`config.mk`:
```
export PLATFORM = sky130hd
export DESIGN_NAME = boton_eventos_flat
export DESIGN_NICKNAME = d
export VERILOG_FILES = /design/src/rtl/boton_eventos_if.sv /design/src/rtl/boton_eventos.sv /design/src/flat_wrapper.sv
export SDC_FILE = /design/constraint.sdc
export NUM_CORES = 1
export LEC_CHECK = 0
export CAP_MARGIN = 20
export CORE_UTILIZATION = 55
export CTS_CLUSTER_DIAMETER = 60
export CTS_CLUSTER_SIZE = 24
export DETAILED_ROUTE_END_ITERATION = 10
export GPL_TIMING_DRIVEN = 0
export PLACE_DENSITY = 0.73
export SYNTH_ARGS = -nofsm -noshare
export SYNTH_HDL_FRONTEND = slang
export SYNTH_SLANG_ARGS = --single-unit
```
`constraint.sdc`:
```
create_clock -name clk_i -period 4.7 [get_ports clk_i]
set_clock_uncertainty 0.1 [all_clocks]
set_input_delay 0.47 -clock clk_i [delete_from_list [all_inputs] [get_ports clk_i]]
set_output_delay 0.47 -clock clk_i [all_outputs]
set_load 0.05 [all_outputs]
```
`src/rtl/boton_eventos_if.sv`:
```
// Button-event bus: debounced level in, registered level and event pulses out.
// The slave modport is the classifier side; master is the upstream/consumer side.
interface boton_eventos_if;
    logic boton_debounce_i;
    logic presionado_o;
    logic pulso_flanco_o;
    logic pulso_corto_o;
    logic pulso_largo_o;
    logic pulso_doble_o;

    modport slave (
        input  boton_debounce_i,
        output presionado_o,
        output pulso_flanco_o,
        output pulso_corto_o,
        output pulso_largo_o,
        output pulso_doble_o
    );

    modport master (
        output boton_debounce_i,
        input  presionado_o,
        input  pulso_flanco_o,
        input  pulso_corto_o,
        input  pulso_largo_o,
        input  pulso_doble_o
    );
endinterface

```
`src/rtl/boton_eventos.sv`:
```
// Press-event classifier: press edge, short, long and double press pulses from a debounced button.
// Optional macro BOTON_AUTO_REPETIR_EN makes the long-press pulse auto-repeat while held.
module boton_eventos #(
    parameter int unsigned ACTIVO_BAJO    = 1,
    parameter int unsigned CICLOS_LARGO   = 50_000_000,
    parameter int unsigned CICLOS_DOBLE   = 25_000_000,
    parameter int unsigned CICLOS_REPETIR = 10_000_000
) (
    input  logic            clk_i,
    input  logic            rst_i,
    boton_eventos_if.slave  bus
);

    localparam int unsigned MAX_LD     = (CICLOS_LARGO > CICLOS_DOBLE) ? CICLOS_LARGO : CICLOS_DOBLE;
    localparam int unsigned MAX_CICLOS = (MAX_LD > CICLOS_REPETIR) ? MAX_LD : CICLOS_REPETIR;
    localparam int          CW         = $clog2(MAX_CICLOS) + 1;

    localparam logic [CW-1:0] LARGO_FIN = CW'(CICLOS_LARGO - 1);
    localparam logic [CW-1:0] DOBLE_FIN = CW'(CICLOS_DOBLE - 1);
`ifdef BOTON_AUTO_REPETIR_EN
    localparam logic [CW-1:0] REPETIR_FIN = CW'(CICLOS_REPETIR - 1);
`endif
    localparam logic L_INVERTIR = (ACTIVO_BAJO != 0);

    typedef enum logic [2:0] {
        REPOSO,
        PRESIONADO,
        LARGO,
        ESPERA,
        SEGUNDO
    } estado_t;

    estado_t        r_estado, w_estado_nxt;
    logic [CW-1:0]  r_cuenta, w_cuenta_nxt, w_cuenta_inc;
    logic           r_p_q;
    logic           w_p, w_press, w_release;
    logic           w_corto_nxt, w_largo_nxt, w_doble_nxt;
    logic           r_presionado, r_flanco, r_corto, r_largo, r_doble;

    assign w_p          = bus.boton_debounce_i ^ L_INVERTIR;
    assign w_press      = w_p & ~r_p_q;
    assign w_release    = ~w_p & r_p_q;
    assign w_cuenta_inc = (r_cuenta == '1) ? r_cuenta : r_cuenta + 1'b1;

    // p_q resets to "pressed" so a button held through reset needs a fresh press.
    // NOTE: sequential state uses non-blocking (<=) so every flop samples pre-edge values.
    always_ff @(posedge clk_i) begin
        if (rst_i) begin
            r_estado <= REPOSO;
            r_cuenta <= '0;
            r_p_q    <= 1'b1;
        end else begin
            r_estado <= w_estado_nxt;
            r_cuenta <= w_cuenta_nxt;
            r_p_q    <= w_p;
        end
    end

    // NOTE: defaults first in every always_comb so no path leaves a signal unassigned (no latch).
    always_comb begin
        w_estado_nxt = r_estado;
        w_cuenta_nxt = r_cuenta;
        case (r_estado)
            REPOSO: begin
                if (w_press) begin
                    w_estado_nxt = PRESIONADO;
                    w_cuenta_nxt = '0;
                end
            end
            PRESIONADO: begin
                if (w_release) begin
                    w_estado_nxt = ESPERA;
                    w_cuenta_nxt = '0;
                end else if (r_cuenta == LARGO_FIN) begin
                    w_estado_nxt = LARGO;
                    w_cuenta_nxt = '0;
                end else begin
                    w_cuenta_nxt = w_cuenta_inc;
                end
            end
            LARGO: begin
                if (w_release) begin
                    w_estado_nxt = REPOSO;
                    w_cuenta_nxt = '0;
                end
`ifdef BOTON_AUTO_REPETIR_EN
                else if (r_cuenta == REPETIR_FIN) begin
                    w_cuenta_nxt = '0;
                end else begin
                    w_cuenta_nxt = w_cuenta_inc;
                end
`endif
            end
            ESPERA: begin
                // A press on the timeout edge still counts as a double.
                if (w_press) begin
                    w_estado_nxt = SEGUNDO;
                    w_cuenta_nxt = '0;
                end else if (r_cuenta == DOBLE_FIN) begin
                    w_estado_nxt = REPOSO;
                    w_cuenta_nxt = '0;
                end else begin
                    w_cuenta_nxt = w_cuenta_inc;
                end
            end
            SEGUNDO: begin
                if (w_release) begin
                    w_estado_nxt = REPOSO;
                    w_cuenta_nxt = '0;
                end
            end
            default: begin
                w_estado_nxt = REPOSO;
                w_cuenta_nxt = '0;
            end
        endcase
    end

    always_comb begin
        w_corto_nxt = 1'b0;
        w_largo_nxt = 1'b0;
        w_doble_nxt = 1'b0;
        case (r_estado)
            PRESIONADO: w_largo_nxt = ~w_release & (r_cuenta == LARGO_FIN);
`ifdef BOTON_AUTO_REPETIR_EN
            LARGO:      w_largo_nxt = ~w_release & (r_cuenta == REPETIR_FIN);
`endif
            ESPERA: begin
                w_doble_nxt = w_press;
                w_corto_nxt = ~w_press & (r_cuenta == DOBLE_FIN);
            end
            default: ;
        endcase
    end

    always_ff @(posedge clk_i) begin
        if (rst_i) begin
            r_presionado <= 1'b0;
            r_flanco     <= 1'b0;
            r_corto      <= 1'b0;
            r_largo      <= 1'b0;
            r_doble      <= 1'b0;
        end else begin
            r_presionado <= w_p;
            r_flanco     <= w_press;
            r_corto      <= w_corto_nxt;
            r_largo      <= w_largo_nxt;
            r_doble      <= w_doble_nxt;
        end
    end

    assign bus.presionado_o   = r_presionado;
    assign bus.pulso_flanco_o = r_flanco;
    assign bus.pulso_corto_o  = r_corto;
    assign bus.pulso_largo_o  = r_largo;
    assign bus.pulso_doble_o  = r_doble;

endmodule

```
`src/flat_wrapper.sv`:
```
// flat-port wrapper written by rule: the top's interface ports become plain ports
module boton_eventos_flat 
#(
    parameter int unsigned ACTIVO_BAJO    = 1,
    parameter int unsigned CICLOS_LARGO   = 50_000_000,
    parameter int unsigned CICLOS_DOBLE   = 25_000_000,
    parameter int unsigned CICLOS_REPETIR = 10_000_000
)
  (clk_i, rst_i, bus_boton_debounce_i, bus_presionado_o, bus_pulso_flanco_o, bus_pulso_corto_o, bus_pulso_largo_o, bus_pulso_doble_o);
  boton_eventos_if bus_i ();
  input  logic clk_i;
  input  logic rst_i;
  input wire logic [$bits(bus_i.boton_debounce_i)-1:0] bus_boton_debounce_i;
  output wire logic [$bits(bus_i.presionado_o)-1:0] bus_presionado_o;
  output wire logic [$bits(bus_i.pulso_flanco_o)-1:0] bus_pulso_flanco_o;
  output wire logic [$bits(bus_i.pulso_corto_o)-1:0] bus_pulso_corto_o;
  output wire logic [$bits(bus_i.pulso_largo_o)-1:0] bus_pulso_largo_o;
  output wire logic [$bits(bus_i.pulso_doble_o)-1:0] bus_pulso_doble_o;
  assign bus_i.boton_debounce_i = bus_boton_debounce_i;
  assign bus_presionado_o = bus_i.presionado_o;
  assign bus_pulso_flanco_o = bus_i.pulso_flanco_o;
  assign bus_pulso_corto_o = bus_i.pulso_corto_o;
  assign bus_pulso_largo_o = bus_i.pulso_largo_o;
  assign bus_pulso_doble_o = bus_i.pulso_doble_o;
  boton_eventos #(.ACTIVO_BAJO(ACTIVO_BAJO), .CICLOS_LARGO(CICLOS_LARGO), .CICLOS_DOBLE(CICLOS_DOBLE), .CICLOS_REPETIR(CICLOS_REPETIR)) u_core (.clk_i(clk_i), .rst_i(rst_i), .bus(bus_i));
endmodule
```
Yosys cells after proc, flatten, opt, wreduce, memory -nomap -nowiden
Cells that the tools add are included.
{ "word_totals": {"regBits": 36, "latch_bits": 0, "mem_bits_rw": 0, "romBits": 0, "elab_cells": 51, "mem_count": 0} }
{ "classes": {"n_addsub": 1, "mul": 0, "n_div": 0, "n_lt_le_gt_ge": 0, "eq_ne": 11, "shift": 0, "mux": 15, "bitwise": 10, "reduce_logical": 6} }
{ "op_table": {"columns": ["op", "count"], "rows": [
  ["2-to-1 mux 27 bit", 7],
  ["case mux 27 bit (4 select lines)", 1],
  ["adder 27 x 1 -> 27 bit, second input constant", 1],
  ["equality test 27 x 25 -> 1 bit, second input constant", 1],
  ["equality test 27 x 26 -> 1 bit, second input constant", 1],
  ["equality test 27 bit, second input constant", 1],
  ["2-to-1 mux 3 bit", 6],
  ["case mux 3 bit (4 select lines)", 1],
  ["equality test 3 x 2 -> 1 bit, second input constant", 2],
  ["!= test 3 x 1 -> 1 bit, second input constant", 2],
  ["NOT 1 bit", 6],
  ["OR reduction 2 bit", 3],
  ["AND 1 bit", 4],
  ["!= test 2 x 1 -> 1 bit, second input constant", 2],
  ["AND reduction 4 bit", 1],
  ["equality test 3 x 1 -> 1 bit, second input constant", 1],
  ["equality test 3 bit, second input constant", 1],
  ["zero test 3 bit", 1],
  ["AND reduction 2 bit", 1]
]} }

Longest topological paths before layout
Gate-level depths: netlist of the first run.
{ "depth": {"depth_word": 5, "mapped_depth": 9, "depth_no_buf": 7} }

Worst setup path after synthesis of the first run
OpenSTA, ideal clock, no wires.
{ "synth_timing": {"path_type": "flip-flop to flip-flop", "from": "register u_core.r_cuenta[0]", "to": "register u_core.r_cuenta[18]", "setup_ps": 117, "arrival_ps": 1906, "t_required_ps": 4483, "path_slack_ps": 2577, "stages_incl_launch_ff": 8, "n_path_buf": 0, "period_less_slack_ps": 2123, "cell_sequence": "dfxtp_1 -> ha_1 -> nand4_1 -> or4_4 -> o21bai_1 -> nor3_1 -> xor2_1 -> a22o_1"} }
{ "synth_via": {"elab_chain_len": 5, "word_cells_on_any_way": 10, "classes_between": "add/sub (1); eq/ne (3); mux (6)"} }
{ "synth_lines": {"columns": ["item", "line_no", "rtl"], "rows": [
  ["from (decl)", "boton_eventos.sv:34", "logic [CW-1:0] r_cuenta, w_cuenta_nxt, w_cuenta_inc;"],
  ["from (signal assigned)", "boton_eventos.sv:54", "r_cuenta <= w_cuenta_nxt;"],
  ["adder 27 x 1 -> 27 bit or equality test 27 bit (tied branches)", "boton_eventos.sv:43", "assign w_cuenta_inc = (r_cuenta == '1) ? r_cuenta : r_cuenta + 1'b1;"],
  ["2-to-1 mux 27 bit", "boton_eventos.sv:43", null],
  ["2-to-1 mux 27 bit, on equally long branches", "boton_eventos.sv:99, boton_eventos.sv:74", null],
  ["2-to-1 mux 27 bit, on equally long branches", "boton_eventos.sv:96, boton_eventos.sv:71", null],
  ["case mux 27 bit (4 select lines) *", "boton_eventos.sv:63", "case (r_estado)"]
]} }
Mark *: on every way between the ends. The rest lies on a longest branch, timed or not.
A chain may end at the register's enable or synchronous reset.

Final worst setup path of the first run
Same ends and word-level chain as after synthesis.

==> results of run 1 <==
==> power by group <==
part	internal, µW	total [µW]	leakage (µW)	switching (µW)
Clock	95.4	196	0.0000359	100
Combinational	17.6	49.3	0.000405	31.7
Sequential	313	322	0.000291	9.71
Total	426	567	0.000732	142
==> routing by layer <==
layer,share of wire,up-vias
met5,0,-
met4,0.019,0
met3,0.055,11
met2,0.43,61
met1,0.49,900
li1,-,968
==> worst register-to-register path, cell delays in order, from the launching register on <==
cell,delay [ns]
dfxtp_1,0.41
ha_1,0.26
nand4_1,0.17
or4_4,0.48
o21bai_1,0.34
nor3_1,0.25
xor2_1,0.09
a22o_1,0.20
==> synthesized netlist by cell type (4+ instances only) <==
library cell,instances,area [µm²]
dfxtp_1,36,721
nor2_1,22,82.6
a21oi_1,20,100
nand2_1,17,63.8
nand4_1,16,100
a31oi_1,12,75.1
nand3_1,12,60.1
inv_1,8,30.0
and4_1,7,61.3
a22o_1,6,52.6
and3_1,6,37.5
buf_6,6,67.6
nor4_1,6,37.5
o21ai_1,6,30.0
clkbuf_1,5,18.8
nor3_1,5,25.0
o21ai_0,5,25.0
xor2_1,4,35.0
==> cell type report <==
type	count	area [µm²]
fill	345	1230
tap	46	57.6
timing repair buffer	6	60.1
inverter	8	30.0
buffer	15	106
clock buffer	5	68.8
sequential	36	721
multi-input combinational	190	1200
==> logic make-up (layout without fill, tap and decap cells) <==
family,Yosys count,after routing,share of synthesized area
xor gates and xnor gates,5,5,0.0213
muxes,3,3,0.0146
and+or+nand+nor,111,111,0.307
AOI/OAI and AO/OA,70,70,0.233
buffers and inverters,23,34,0.0664
DFF,36,36,0.351
adders and majority gates,1,1,0.00609
==> per-stage QoR <==
stage,instances,setup WS (ns),utilization,total power (µW)
CTS,306,2.31,0.646,572
global placement,301,2.11,0.626,377
global route,306,2.11,0.646,590
finish,306,2.29,0.646,567
floorplan,249,2.58,-,363
detailed placement,301,2.04,0.626,378
==> worst paths after layout <==
check | from | to | slack [ns] | cells after the start
max | u_core.r_cuenta[0] | u_core.r_cuenta[18] | 2.29 | 7
max reg2reg | u_core.r_cuenta[0] | u_core.r_cuenta[18] | 2.29 | 7
min reg2reg | u_core.r_cuenta[3] | u_core.r_cuenta[3] | 0.41 | 1
min | bus_boton_debounce_i | u_core.r_p_q | 0.37 | 2
==> registers in the layout, indices dropped and copies added, names as in the netlist <==
name,flops
u_core.r_cuenta,27
u_core.r_estado,3
u_core.bus.presionado_o,1
u_core.r_p_q,1
u_core.bus.pulso_doble_o,1
u_core.bus.pulso_flanco_o,1
u_core.bus.pulso_largo_o,1
u_core.bus.pulso_corto_o,1
==> results.sh, run 1 <==
export IMPL_status="finished, final reports clean"
export IMPL_grt_pass1_vias=1726
export IMPL_relSlewSlack=0.533
export IMPL_core_area_um2=3470
export IMPL_dpl_cell_area_um2=2170
export IMPL_ant_nets=0
export IMPL_htreeDepth=2
export IMPL_period_share=0.512
export IMPL_drt_iter0_drc=192
export IMPL_clkSlewWorstSetupHoldPaths_ns=0.07
export IMPL_netlist_instances=249
export IMPL_synthArstFlopShare=0
export IMPL_start_util=0.592
export IMPL_fin_hold_ws_ns=0.371
export IMPL_required_ns=4.78
export IMPL_port_buffers=6
export IMPL_n_antenna_cell=0
export IMPL_power_leakage_uw=0.000732
export IMPL_worst_pin_slew_ns=0.700
export IMPL_die_w_um=63.1
export IMPL_arrival_ns=2.48
export IMPL_cp_top_family="simple AND/OR/NAND/NOR gates"
export IMPL_dieArea_um2=3980
export IMPL_synth_ff_type="dfxtp_1"
export IMPL_globalRouteOverflowTotal=0
export IMPL_met1_usage=0.375
export IMPL_postCtsHoldBufs=0
export IMPL_busiest_layer="met2"
export IMPL_crit_buf_inv=0
export IMPL_post_cts_buffers=0
export IMPL_crit_type="reg2reg"
export IMPL_firstDrtPassIters=5
export IMPL_track_usage=0.263
export IMPL_grt_util_met3=0.0435
export IMPL_setup_violations=0
export IMPL_avgSynthCellArea_um2=8.25
export IMPL_yosysSeqAreaShare=0.351
export IMPL_cts_tree="built"
export IMPL_vias=1940
export IMPL_hp_class="in2reg"
export IMPL_tns_ns=0
export IMPL_drc=0
export IMPL_power_density_nw_per_um2=253
export IMPL_antenna_found_initial=0
export IMPL_final_cell_mix="dfxtp_1 (36), nor2_1 (22), a21oi_1 (20), nand2_1 (17), nand4_1 (16)"
export IMPL_numCtsBuffers=5
export IMPL_grt_pass1_wl_um=8180
export IMPL_syn_to_final_growth_pct=9.08
export IMPL_die_h_um=63.1
export IMPL_cpPeakStageDelay_ns=0.48
export IMPL_ios=8
export IMPL_grt_max_degree=11
export IMPL_post_route_min_period_ns=2.41
export IMPL_synth_nets=253
export IMPL_drt_vias_per_instance=6.34
export IMPL_place_hpwl_um=3570
export IMPL_ys_types=55
export IMPL_routabilityCongestion=0.991
export IMPL_max_freq_ghz=0.416
export IMPL_report_final_slew_viol_count=0
export IMPL_clock_path_buffers=2
export IMPL_final_common_cell="dfxtp_1"
export IMPL_hold_viol=0
export IMPL_path_max_fanout=10
export IMPL_layout_nets=266
export IMPL_clock_latency_ns=0.28
export IMPL_wire_per_inst_um=16.4
export IMPL_grt_met2_usage=0.394
export IMPL_synth_area_um2=2050
export IMPL_rows=21
export IMPL_end_kind="register"
export IMPL_routed_wl_um=5020
export IMPL_drive_gt1_frac=0.104
export IMPL_root_buffer="clkbuf_8"
export IMPL_path_cells="ha_1, nand4_1, or4_4, o21bai_1, nor3_1, xor2_1, a22o_1"
export IMPL_ys_warn_count=0
export IMPL_ir_drop_mv=0.181
export IMPL_synth_edf_count=0
export IMPL_ys_ff_latch=36
export IMPL_max_cap_viol_count=0
export IMPL_cp_start_kind="register"
export IMPL_final_area_um2=2240
export IMPL_slowest_stage="or4_4"
export IMPL_cts_sinks=36
export IMPL_post_cts_resized=0
export IMPL_rsz0062_at_grt="no"
Power figures use the tool's default switching activity.
==> inputs of run 2 (changes only) <==
==> constraint.sdc (replaced) <==
create_clock -name clk_i -period 2.3 [get_ports clk_i]
set_clock_uncertainty 0.1 [all_clocks]
set_input_delay 0.23 -clock clk_i [delete_from_list [all_inputs] [get_ports clk_i]]
set_output_delay 0.23 -clock clk_i [all_outputs]
set_load 0.05 [all_outputs]
==> run 2 against run 1 <==
Core utilization increased by 5.7 points. Die area stayed put. Power up 110%. Cell count rose by 1.3%. Global-route usage grew 0.61 points. Maximum frequency up 5.4%. Non-clock buffer count up 4. Register-to-register slack worse by 2.3 ns. Sequential cell count unchanged. Critical path depth increased by 1. Setup slack worse by 2.3 ns. Wire length increased by 6.9%. Largest power group unchanged.
==> results.sh, run 2 (synthesis results as in run 1) <==
export IMPL_slowest_stage="or4_4"
export IMPL_status="finished, final reports clean"
export IMPL_n_antenna_cell=0
export IMPL_required_ns=2.42
export IMPL_largest_reg_flops=27
export IMPL_ir_drop_mv=0.419
export IMPL_path_max_fanout=10
export IMPL_die_h_um=63.1
export IMPL_rsz0062_at_grt="yes"
export IMPL_hold_viol=0
export IMPL_root_buffer="clkbuf_8"
export IMPL_crit_type="reg2reg"
export IMPL_grt_pass1_wl_um=8380
export IMPL_clock_path_buffers=2
export IMPL_arrival_ns=2.40
export IMPL_drt_iter0_drc=244
export IMPL_antenna_found_initial=0
export IMPL_final_common_cell="dfxtp_1"
export IMPL_cp_common_cell="nand4_1"
export IMPL_ant_nets=0
export IMPL_grt_max_degree=11
export IMPL_drc=0
export IMPL_cts_sinks=36
export IMPL_rows=21
export IMPL_power_uw=1190
export IMPL_end_kind="register"
export IMPL_vias=2038
export IMPL_clock_latency_ns=0.29
export IMPL_cp_start_kind="register"
export IMPL_firstDrtPassIters=4
export IMPL_layout_nets=270
export IMPL_routed_wl_um=5370
export IMPL_routabilityCongestion=0.991
export IMPL_hp_class="in2reg"
export IMPL_power_density_nw_per_um2=490
export IMPL_wire_per_inst_um=17.3
export IMPL_cpPeakStageDelay_ns=0.51
export IMPL_start_util=0.592
export IMPL_final_cell_mix="dfxtp_1 (31), nor2_1 (20), a21oi_1 (18), nand4_1 (16), nand2_1 (16)"
export IMPL_post_route_min_period_ns=2.28
export IMPL_grt_pass1_vias=1766
export IMPL_drt_vias_per_instance=6.57
export IMPL_drive_gt1_frac=0.212
export IMPL_power_leakage_uw=0.000786
export IMPL_period_share=0.992
export IMPL_globalRouteOverflowTotal=0
export IMPL_worst_pin_slew_ns=0.581
export IMPL_port_buffers=6
export IMPL_max_cap_viol_count=0
export IMPL_die_w_um=63.1
export IMPL_max_freq_ghz=0.438
export IMPL_htreeDepth=2
export IMPL_largestRegisters="u_core.r_cuenta x27, u_core.r_estado x3"
export IMPL_ios=8
export IMPL_layoutNonFillerInstCount=310
export IMPL_core_area_um2=3470
export IMPL_path_cells="ha_4, nand4_1, or4_4, or3_4, buf_6, nand4_1, a21oi_1, mux2i_1"
export IMPL_clkSlewWorstSetupHoldPaths_ns=0.07
export IMPL_fillerInstances=305
export IMPL_track_usage=0.269
export IMPL_top_register="u_core.r_cuenta"
export IMPL_syn_to_final_growth_pct=18.7
export IMPL_numCtsBuffers=5
export IMPL_dieArea_um2=3980
export IMPL_relSlewSlack=0.609
export IMPL_cts_tree="built"
export IMPL_dp_cells=301
export IMPL_fin_hold_ws_ns=0.126
export IMPL_place_hpwl_um=3570
export IMPL_report_final_slew_viol_count=0
export IMPL_setup_violations=0
-- run 2: cell count changes in the layout (fill, tap and decap cells not counted), sizes merged --
cell  before  now
buf        9   13
-- run 2: worst max-delay path, delay by kind of cell, from the launching register on --
family	cells	cell delay (ns)
adders and majority gates	1	0.18
DFF	1	0.39
AOI/OAI and AO/OA	1	0.08
muxes	1	0.12
buffers and inverters	1	0.16
and+or+nand+nor	4	1.18
-- run 2: final timing paths --
check | start | endpoint | slack [ns] | cells after the start
setup / recovery | u_core.r_cuenta[1] | u_core.r_cuenta[6] | 0.02 | 8
hold / removal | bus_boton_debounce_i | u_core.r_p_q | 0.13 | 2
setup reg to reg | u_core.r_cuenta[1] | u_core.r_cuenta[6] | 0.02 | 8
hold reg to reg | u_core.r_cuenta[11] | u_core.r_cuenta[11] | 0.37 | 1
-- run 2: area by class of cell --
cell class / count / area [µm²] / area share
Buffer: 14 / 120 / 0.0493
Sequential cell: 36 / 732 / 0.300
Inverter: 8 / 30.0 / 0.0123
Clock buffer: 5 / 68.8 / 0.0282
Multi-Input combinational cell: 190 / 1330 / 0.545
Tap cell: 46 / 57.6 / 0.0236
Timing Repair Buffer: 11 / 101 / 0.0416
-- run 2: per-stage QoR --
stage,instance area [µm²],TNS [ns],worst slack (ns),util
finish,2440,0,0.0182,0.703
floorplan,2050,0,0.177,-
detailed placement,2170,-0.855,-0.117,0.626
CTS,2290,0,0.00518,0.661
global placement,2170,-0.394,-0.0719,0.626
global route,2440,-0.503,-0.0677,0.703
-- run 2: where the power goes --
group	switching [µW]	leakage, µW	internal [µW]
clock network	210	0.0000359	195
registers	27.4	0.000294	644
logic	71.9	0.000456	45.5
total	309	0.000786	885
-- run 2: per-layer routing --
layer	up-vias	routed length (µm)	global-route usage
met5	-	0	0
met4	0	113	0.113
met3	15	330	0.0507
met2	72	2440	0.399
met1	973	2490	0.378
li1	978	-	-
-- run 2: repair_timing --
action,4_1_cts,5_1_grt
endpoints found under the setup margin,17,28
setup buffers,1,4
pin swaps,5,12
hold buffers,0,0
gates resized for setup,13,27
==> inputs of run 3 (changes only) <==
--- a/config.mk
+++ b/config.mk
@@ -12,6 +12,7 @@
 export DETAILED_ROUTE_END_ITERATION = 10
 export GPL_TIMING_DRIVEN = 0
 export PLACE_DENSITY = 0.73
+export SETUP_SLACK_MARGIN = 0.02
 export SYNTH_ARGS = -nofsm -noshare
 export SYNTH_HDL_FRONTEND = slang
 export SYNTH_SLANG_ARGS = --single-unit
==> run 3 against run 2 <==
Combinational power about the same. Via count up 2.2%. Core utilization up 0.72 points. Largest power group unchanged.
==> results.sh, run 3 (synthesis results as in run 1) <==
export IMPL_clock_latency_ns=0.29
export IMPL_worst_pin_slew_ns=0.636
export IMPL_root_buffer="clkbuf_8"
export IMPL_max_cap_viol_count=0
export IMPL_antenna_found_initial=0
export IMPL_tns_ns=0
export IMPL_largestRegisters="u_core.r_cuenta x27, u_core.r_estado x3"
export IMPL_status="finished, final reports clean"
export IMPL_met1_usage=0.378
export IMPL_drt_vias_per_instance=6.63
export IMPL_track_usage=0.270
export IMPL_rsz0062_at_grt="yes"
export IMPL_rows=21
export IMPL_htreeDepth=2
export IMPL_syn_to_final_growth_pct=19.9
export IMPL_grt_pass1_wl_um=8410
export IMPL_final_common_cell="dfxtp_1"
export IMPL_final_setup_worst_slack_ns=0.0480
export IMPL_firstDrtPassIters=5
export IMPL_cts_tree="built"
export IMPL_layout_nets=274
export IMPL_core_area_um2=3470
export IMPL_globalRouteOverflowTotal=0
export IMPL_busiest_layer="met2"
export IMPL_vias=2082
export IMPL_switching_share=0.259
export IMPL_hold_viol=0
export IMPL_grt_max_degree=11
export IMPL_dp_slack_ns=-0.117
export IMPL_routabilityCongestion=0.991
export IMPL_combPwrFrac=0.099
export IMPL_drt_iter0_drc=243
export IMPL_largest_reg_flops=27
export IMPL_period_share=0.979
export IMPL_cp_start_kind="register"
export IMPL_port_buffers=6
export IMPL_dieArea_um2=3980
export IMPL_drive_gt1_frac=0.228
export IMPL_power_density_nw_per_um2=481
export IMPL_arrival_ns=2.30
export IMPL_clock_path_buffers=2
export IMPL_final_util=0.710
export IMPL_grt_pass1_vias=1774
export IMPL_grt_util_met3=0.0507
export IMPL_routed_wl_um=5470
export IMPL_clockPowerShare=0.339
export IMPL_postCtsHoldBufs=0
export IMPL_numCtsBuffers=5
export IMPL_relSlewSlack=0.576
export IMPL_fillerInstances=298
export IMPL_ant_nets=0
export IMPL_post_route_min_period_ns=2.25
export IMPL_required_ns=2.34
export IMPL_drc=0
export IMPL_top_register="u_core.r_cuenta"
export IMPL_die_h_um=63.1
export IMPL_crit_type="reg2reg"
export IMPL_n_antenna_cell=0
export IMPL_max_freq_ghz=0.444
export IMPL_start_util=0.592
export IMPL_layoutNonFillerInstCount=314
export IMPL_clkSlewWorstSetupHoldPaths_ns=0.07
export IMPL_final_cell_mix="dfxtp_1 (29), nor2_1 (20), a21oi_1 (17), nand4_1 (16), nand2_1 (16)"
export IMPL_power_frac_seq=0.561
export IMPL_ios=8
export IMPL_dp_cells=301
export IMPL_path_max_fanout=10
export IMPL_grt_met2_usage=0.402
export IMPL_ir_drop_mv=0.403
export IMPL_power_leakage_uw=0.000804
export IMPL_p_switching_uw=307
export IMPL_setup_violations=0
export IMPL_place_hpwl_um=3570
export IMPL_wire_per_inst_um=17.4
export IMPL_cts_sinks=36
export IMPL_report_final_slew_viol_count=0
export IMPL_internal_power_uw=878
export IMPL_end_kind="register"
export IMPL_die_w_um=63.1
export IMPL_hp_class="in2reg"
run 3: cell count changes in the layout (fill, tap and decap cells not counted), sizes merged:
cell and change:
buf +5, clkbuf -1
run 3: power groups by stage:
stage	logic [µW]	registers (µW)	clock network, µW
2_1_floorplan	69.7	673	0
3_5_place_dp	101	672	0
4_1_cts	104	660	411
3_3_place_gp	99.2	672	0
5_1_grt	130	667	430
6_report	118	665	402
run 3: area by class of cell:
cell class              instances  area [µm²]  share of cell area
well taps                      46        57.6              0.0234
clock buffers                   5        68.8              0.0279
flip-flops and latches         36         737               0.299
inverters                       8        30.0              0.0122
repair buffers                 16         139              0.0564
plain buffers                  13         106              0.0432
multi-input cells             190        1320               0.538
run 3: repair_timing:
item	in CTS	in global routing
setup buffers	2	8
gates resized for setup	14	27
endpoints found under the setup margin	24	28
pin swaps	5	15
run 3: worst max-delay path, cell delays in order (launching register included):
cell	delay, ns
dfxtp_2	0.40
ha_4	0.19
nand4_1	0.16
or4_4	0.50
or3_4	0.37
buf_6	0.16
a31oi_1	0.18
a31oi_1	0.06
run 3: path summary, 6_finish.rpt:
check                       start                 end  slack, ns  cells after the start
max            u_core.r_cuenta[0]  u_core.r_cuenta[3]       0.05                      7
min          bus_boton_debounce_i        u_core.r_p_q       0.13                      2
max reg2reg    u_core.r_cuenta[0]  u_core.r_cuenta[3]       0.05                      7
min reg2reg    u_core.r_cuenta[6]  u_core.r_cuenta[6]       0.40                      1
run 3: metal layers:
metal  wire length (µm)  part of all wire
met1               2500              0.46
met2               2420              0.44
met3                444             0.081
met4                109             0.020
met5                  0                 0
run 3: per-stage QoR:
stage | hold slack (ns) | total power, µW | cell area, µm²
after floorplan | 0.259 | 742 | 2050
after global placement | 0.400 | 771 | 2170
after detailed placement | 0.396 | 773 | 2170
after CTS | 0.124 | 1170 | 2300
after global routing | 0.162 | 1230 | 2460
final | 0.127 | 1180 | 2460
